File: src/rtl/mmu_sequencer.sv
// Sequencer for a weight-stationary systolic MMU: streams weights, then input vectors,
// drains the array and writes one result row per input vector to the accumulator.
//
// state      | meaning
// -----------+---------------------------------------------------------------
// ST_IDLE    | waiting for START; job parameters latched on acceptance
// ST_LOAD_W  | one weight-buffer read per unstalled cycle, SA_LENGTH in total
// ST_COMPUTE | one input-buffer read per unstalled cycle, NUM_VECTORS in total
// ST_DRAIN   | array clocked with zero inputs until the result pipeline empties
// ST_FINISH  | single-cycle DONE pulse, then back to ST_IDLE
module mmu_sequencer #(
   parameter int SA_LENGTH      = 256,
   parameter int ADDR_WIDTH     = 16,
   parameter int RESULT_LATENCY = 2*SA_LENGTH
) (
   input  logic                  i_clk,
   input  logic                  i_sync_rst,
   input  logic                  i_start,
   input  logic [ADDR_WIDTH-1:0] i_num_vectors,
   input  logic [ADDR_WIDTH-1:0] i_weight_base,
   input  logic [ADDR_WIDTH-1:0] i_input_base,
   input  logic [ADDR_WIDTH-1:0] i_result_base,
   input  logic                  i_stall,
   output logic                  o_busy,
   output logic                  o_done,
   output logic                  o_mmu_en,
   output logic                  o_mmu_load,
   output logic                  o_input_zero,
   output logic                  o_wbuf_rd_en,
   output logic [ADDR_WIDTH-1:0] o_wbuf_rd_addr,
   output logic                  o_ibuf_rd_en,
   output logic [ADDR_WIDTH-1:0] o_ibuf_rd_addr,
   output logic                  o_acc_wr_en,
   output logic [ADDR_WIDTH-1:0] o_acc_wr_addr
);

   typedef enum logic [2:0] {
      ST_IDLE,
      ST_LOAD_W,
      ST_COMPUTE,
      ST_DRAIN,
      ST_FINISH
   } state_t;

   state_t                  r_state;
   logic [ADDR_WIDTH-1:0]   r_num;
   logic [ADDR_WIDTH-1:0]   r_left;
   logic [ADDR_WIDTH-1:0]   r_waddr;
   logic [ADDR_WIDTH-1:0]   r_iaddr;
   logic [ADDR_WIDTH-1:0]   r_aaddr;
   logic                    r_en_d;
   logic                    r_load_d;
   logic                    r_in_d;
   logic [RESULT_LATENCY-1:0] r_valid_sr;

   logic w_wissue;
   logic w_iissue;
   logic w_mmu_en;
   logic w_acc_wr;
   logic w_drain_empty;

   assign w_wissue = (r_state == ST_LOAD_W) && !i_stall;
   assign w_iissue = (r_state == ST_COMPUTE) && !i_stall;
   assign w_mmu_en = (r_en_d || (r_state == ST_DRAIN)) && !i_stall;
   assign w_acc_wr = r_valid_sr[RESULT_LATENCY-1] && !i_stall;

   // Empty once the row now at the tail leaves and nothing is still in flight behind it.
   assign w_drain_empty = (r_valid_sr[RESULT_LATENCY-2:0] == '0) && !r_in_d && !r_load_d;

   assign o_busy         = (r_state != ST_IDLE);
   assign o_done         = (r_state == ST_FINISH);
   assign o_input_zero   = (r_state == ST_DRAIN);
   assign o_mmu_en       = w_mmu_en;
   assign o_mmu_load     = r_load_d;
   assign o_wbuf_rd_en   = w_wissue;
   assign o_wbuf_rd_addr = w_wissue ? r_waddr : '0;
   assign o_ibuf_rd_en   = w_iissue;
   assign o_ibuf_rd_addr = w_iissue ? r_iaddr : '0;
   assign o_acc_wr_en    = w_acc_wr;
   assign o_acc_wr_addr  = w_acc_wr ? r_aaddr : '0;

   always_ff @(posedge i_clk) begin
      if (i_sync_rst) begin
         r_state    <= ST_IDLE;
         r_num      <= '0;
         r_left     <= '0;
         r_waddr    <= '0;
         r_iaddr    <= '0;
         r_aaddr    <= '0;
         r_en_d     <= 1'b0;
         r_load_d   <= 1'b0;
         r_in_d     <= 1'b0;
         r_valid_sr <= '0;
      end else if (r_state == ST_FINISH) begin
         // DONE is never held or repeated by STALL.
         r_state <= ST_IDLE;
      end else if (!i_stall) begin
         r_en_d   <= w_wissue || w_iissue;
         r_load_d <= w_wissue;
         r_in_d   <= w_iissue;
         if (w_mmu_en)
            r_valid_sr <= {r_valid_sr[RESULT_LATENCY-2:0], r_in_d};
         if (w_acc_wr)
            r_aaddr <= r_aaddr + 1'b1;

         case (r_state)
            ST_IDLE: begin
               if (i_start) begin
                  r_num      <= i_num_vectors;
                  r_waddr    <= i_weight_base;
                  r_iaddr    <= i_input_base;
                  r_aaddr    <= i_result_base;
                  r_left     <= ADDR_WIDTH'(SA_LENGTH - 1);
                  r_valid_sr <= '0;
                  r_state    <= ST_LOAD_W;
               end
            end
            ST_LOAD_W: begin
               r_waddr <= r_waddr + 1'b1;
               if (r_left == '0) begin
                  if (r_num != '0) begin
                     r_left  <= r_num - 1'b1;
                     r_state <= ST_COMPUTE;
                  end else begin
                     r_state <= ST_DRAIN;
                  end
               end else begin
                  r_left <= r_left - 1'b1;
               end
            end
            ST_COMPUTE: begin
               r_iaddr <= r_iaddr + 1'b1;
               if (r_left == '0)
                  r_state <= ST_DRAIN;
               else
                  r_left <= r_left - 1'b1;
            end
            ST_DRAIN: begin
               if (w_drain_empty)
                  r_state <= ST_FINISH;
            end
            default: r_state <= ST_IDLE;
         endcase
      end
   end

endmodule

File: config.mk
export PLATFORM = sky130hd
export DESIGN_NAME = mmu_sequencer
export DESIGN_NICKNAME = d
export VERILOG_FILES = /design/src/rtl/mmu_sequencer.sv
export SDC_FILE = /design/constraint.sdc
export NUM_CORES = 1
export LEC_CHECK = 0
export BUFFER_PORTS_ARGS = -buffer_cell sky130_fd_sc_hd__buf_2
export CAP_MARGIN = 40
export CORE_ASPECT_RATIO = 0.9
export CORE_MARGIN = 8
export CORE_UTILIZATION = 40
export DETAILED_ROUTE_END_ITERATION = 12
export GPL_TIMING_DRIVEN = 0
export SLEW_MARGIN = 0
export SYNTH_ARGS = -nofsm -noshare
export SYNTH_HDL_FRONTEND = slang
export SYNTH_SLANG_ARGS = --single-unit
File: constraint.sdc
create_clock -name i_clk -period 3.8 [get_ports i_clk]
set_clock_uncertainty 0.2 [all_clocks]
set_input_delay 0.57 -clock i_clk [delete_from_list [all_inputs] [get_ports i_clk]]
set_output_delay 0.57 -clock i_clk [all_outputs]
set_load 0.05 [all_outputs]
-- Word level (Yosys, flattened, before mapping)
Index checks and enable logic that the tools add are counted.
Widths: inputs -> output; s select.
- reduce and logical (&&, ||, !) cells: 26
- multiplexer cells: 24
- equal/unequal tests: 10
- add/subtract/negate cells: 5
- bitwise logic cells: 2
- operator list (cell ; count):
    $mux 512 ; 3
    $logic_not 511->1 ; 1
    $mux 16 ; 12
    $pmux 16 s2 ; 2
    $add 16x1->16 const B ; 3
    $pmux 16 s3 ; 1
    $sub 16x1->16 const B ; 2
    $logic_not 16->1 ; 1
    $reduce_bool 16->1 ; 1
    $mux 3 ; 4
    $pmux 3 s4 ; 1
    $reduce_and 4->1 ; 3
    $eq 3x2->1 const B ; 2
    $logic_and 1x1->1 ; 6
    $ne 2x1->1 const B ; 3
    $reduce_and 6->1 ; 1
    $reduce_bool 3->1 ; 2
    $reduce_and 5->1 ; 1
    $ne 2x2->1 const B ; 2
    $reduce_bool 2->1 ; 2
    $eq 3x1->1 const B ; 1
    $eq 3x3->1 const B ; 1
    $logic_not 1->1 ; 3
    $logic_not 3->1 ; 1
    6 further kinds ; 8
- word-level logic and storage cells: 77
- output and inout bits: 56
- input bits: 68
- register bits: 598

-- Longest topological paths before layout
- depth in word-level cells: 6
- depth in mapped cells: 10
- gate-level depth less buffers: 8

-- Worst setup path after synthesis
Ideal clock, no wire load.
- path type: register to output
- start point: register r_state[2]
- end point: output o_ibuf_rd_addr[10]
- arrival: 2433 ps
- path slack: 597 ps
- data required time: 3030 ps
- cell stages (with the launch flop): 6
- buffers on the path: 3
- path through: dfxtp_1 buf_2 or3b_2 clkbuf_1 clkbuf_1 nor3_1
- cells in the longest elaborated chain, start to end: 3
- ends and longest elaborated chain (item ; line ; source):
    start, declared ; 45 ; state_t r_state;
    start signal, assigned ; 84 ; r_state <= ST_IDLE;
    start signal, assigned ; 96 ; r_state <= ST_IDLE;
    start signal, assigned ; 115 ; r_state <= ST_LOAD_W;
    $eq 3x2->1 ; 63 ; assign w_iissue = (r_state == ST_COMPUTE) && !i_stall;
    $logic_and 1x1->1 ; 63 ;
    $mux 16 ; 78 ; assign o_ibuf_rd_addr = w_iissue ? r_iaddr : '0;
    end, declared ; 32 ; output logic [ADDR_WIDTH-1:0] o_ibuf_rd_addr,
No other way between the ends.

-- Worst setup path in the final report
- start point: register r_state[2]
- end point: output o_ibuf_rd_addr[7]
The elaborated chain is that of the path after synthesis.

==> summary.md <==
| Metric | Value |
|---|---|
| Ys Warns | 0 |
| Die X | 274 µm |
| Crit-path max FO | 10 |
| Final WS setup | 183 ps |
| HP Start | i_result_base[0] |
| HP Class | in -> reg |
| Final core occ | 46.8% |
| Buffers on Ports | 121 |
| Vias per cell | 5.19 |
| Main synth FF type | dfxtp_1 |
| # setup viols final | 0 |
| Post-Synthesis Cells | 3,162 |
| CP Capture Type | output port |
| Fin crit period | 3620 ps |
| DR DRC count | 0 |
| Post-DRT Antenna Nets | 0 |
| Share of the synthesized area in the top cell type | approximately half |
| Fmax | 0.277 GHz |
| Reg clk slew, reported paths | 60 ps |
| Static Leak | ~0.0096 µW |
| Sequential element share of the synthesized area | between 40% and 50% |
| Crit. Startpoint | r_state[2] |
| Die Height | roughly 250 µm |
| Average cell area after synthesis | 7.61 µm² |
| Hold slack final | 37.3 ps |
| Syn-to-layout area delta | 16.1% |
| GPL Wtd Cong | 0.849 |
| Post-Syn Nets | 3,238 |
| Clock Latency Late Sink | 620 ps |
| Maximum root-to-sink buffer count | 3 |
| WS Path Type | reg -> out |
| DPL Wire Length | 42.8 mm |
| Initial core utilization | 40.3% |
| Gr usage total | roughly 17% |
| RSZ-0062 raised after global routing | false |
| P per Cell Area | 504 nW/µm² |
| # IOs | 124 |
| GRT overflow | 0 |
| Synth area leader | dfxtp_1 |
| CTS tree | built |
| Post-synth EDFFs | 0 |
| Status | finished, final reports clean |
| Least-Margin Pin Slew | 836 ps |
| Clock root cell | clkbuf_16 |
| Max Cap Viol | 0 |
| Largest net degree at the start of global routing | 17 |
| Final net count | 3,438 |
| Relative slew slack | 43.8% |
| Final period util | 95.2% |
| Num CTS Buffers | 60 |
| Layout cells sized above 1 | 11.0% |
| Pre-antenna DRT Iters | 6 |
| DR vias | between 20,000 and 25,000 |
| Synth cell types | 67 |
| Core area | 59,700 µm² |
| WL/cell | between 10 and 15 µm |
| First-pass GRT wire length | 101 mm |
| Slew Limit Fails | 0 |
| R2r startpoint | r_state[1] |
| Setup TNS | 0 ps |
| Startpoint types | flop |
| Seq cells post-synth | about 600 |
| Worst Path Arrival | between 2000 and 3000 ps |
| Vias in the first global route | 19,500 |
| DP Worst Slack | between 600 and 700 ps |
| Peak supply drop | 336 µV |
| Flop-to-flop setup slack | between 700 and 800 ps |
| Async S/R FF share, synth | 0% |
| Sink Count | 598 |
| H-tree Lvls | 2 |
| Synth area leaders | dfxtp_1 50%, nand2_1 18%, a21oi_1 12% |
| Initial DRC count | 1,682 |
| DIE AREA | around 68,000 µm² |
| FP Rows | 85 |
| Critical path required time | 3030 ps |
| Initial antenna violation count | 5 |
| Synth Cell Area | between 20,000 and 25,000 µm² |
| Total wire length | 62.1 mm |
| Final Hold Fails | 0 |
[worst max-delay path, stage by stage, from the launching register on]
cell and delay (ps):
dfxtp_1 340, buf_2 200, or3b_2 540, clkbuf_1 280, buf_2 290, nor3_1 250
buf_2 330
[cell type report]
type                       count  area (µm²)
fill                        6007       31700
sequential                   598       12000
multi-input combinational   2316       11000
clock buffer                  89        1780
buffer                       226        1030
tap                          783         980
timing repair buffer         138         776
clock inverter                20         314
inverter                      22        82.6
antenna                        3        7.51
[worst paths after layout]
kind | to | cells after the start
worst min-delay path | r_aaddr[0] | 3
worst max register to register | r_valid_sr[163] | 10
worst min register to register | r_valid_sr[405] | 2
worst max-delay path | o_ibuf_rd_addr[7] | 6
[stage by stage]
stage | instance area [µm²] | cells | total power [µW]
global placement | 25600 | 4066 | 7990
CTS | 27900 | 4192 | 14200
floorplan | 24100 | 3162 | 7550
global route | 27900 | 4193 | 14700
detailed placement | 25600 | 4066 | 7980
finish | 27900 | 4195 | 14100
[what timing repair did]
action	4_1_cts	5_1_grt
hold buffers	17	0
buffers inserted	0	0
endpoints found under the hold margin	17	0
resized for setup	3	5
setup endpoints to repair	9	18
[cell usage in the layout, fill, tap and decap left out, types with 23 or more instances in the layout]
| master | instances |
|---|---|
| a211oi_1 | 23 |
| a21oi_1 | 586 |
| and2_1 | 41 |
| buf_2 | 252 |
| clkbuf_1 | 99 |
| clkbuf_16 | 60 |
| dfxtp_1 | 598 |
| nand2_1 | 1126 |
| nand3_1 | 28 |
| nand4_1 | 38 |
| nor2_1 | 82 |
| nor3_1 | 28 |
| nor4_1 | 144 |
| o21ai_0 | 48 |
[registers in the layout, summed over array words and instances, names as in the netlist, 3 cells and up]
| name | flops |
|---|---|
| r_num | 16 |
| r_state | 3 |
| r_left | 16 |
| r_aaddr | 16 |
| r_valid_sr | 512 |
| r_waddr | 16 |
| r_iaddr | 16 |
[routing by layer]
metal	GRT usage [%]	wire, µm
met2	26.1	26800
met3	3.05	3180
met1	25.1	30600
met4	4.91	1460
met5	0	13
[logic make-up (layout without fill, tap and decap cells)]
| kind of cell | Yosys count | in the layout | share of synthesized area (%) |
|---|---|---|---|
| AOI/OAI and AO/OA | 746 | 746 | 16.8 |
| xor gates and xnor gates | 14 | 14 | 0.510 |
| adders and majority gates | 8 | 8 | 0.416 |
| buffers and inverters | 248 | 495 | 4.59 |
| DFF | 598 | 598 | 49.8 |
| muxes | 2 | 2 | 0.0832 |
| other | 0 | 3 | 0 |
| and+or+nand+nor | 1546 | 1546 | 27.9 |
[Yosys cell counts, drive strengths merged, types with 14 or more instances]
cell type and count:
nor4 151, o21ai 54, and2 41, a21oi 588
nor2 83, dfxtp 598, nor3 30, a211oi 23
inv 21, o22ai 14, nand4 38, clkbuf 90
buf 136, nand2 1126, nand3 29
[where the power goes]
part           internal, µW  leakage (µW)  switching, µW  total, µW
Clock                  3710       0.00103           2500       6210
Combinational           407       0.00373            995       1400
Sequential             6360       0.00483            111       6470
Total                 10500       0.00959           3610      14100
Note: power is estimated with default switching activity, not from simulation.
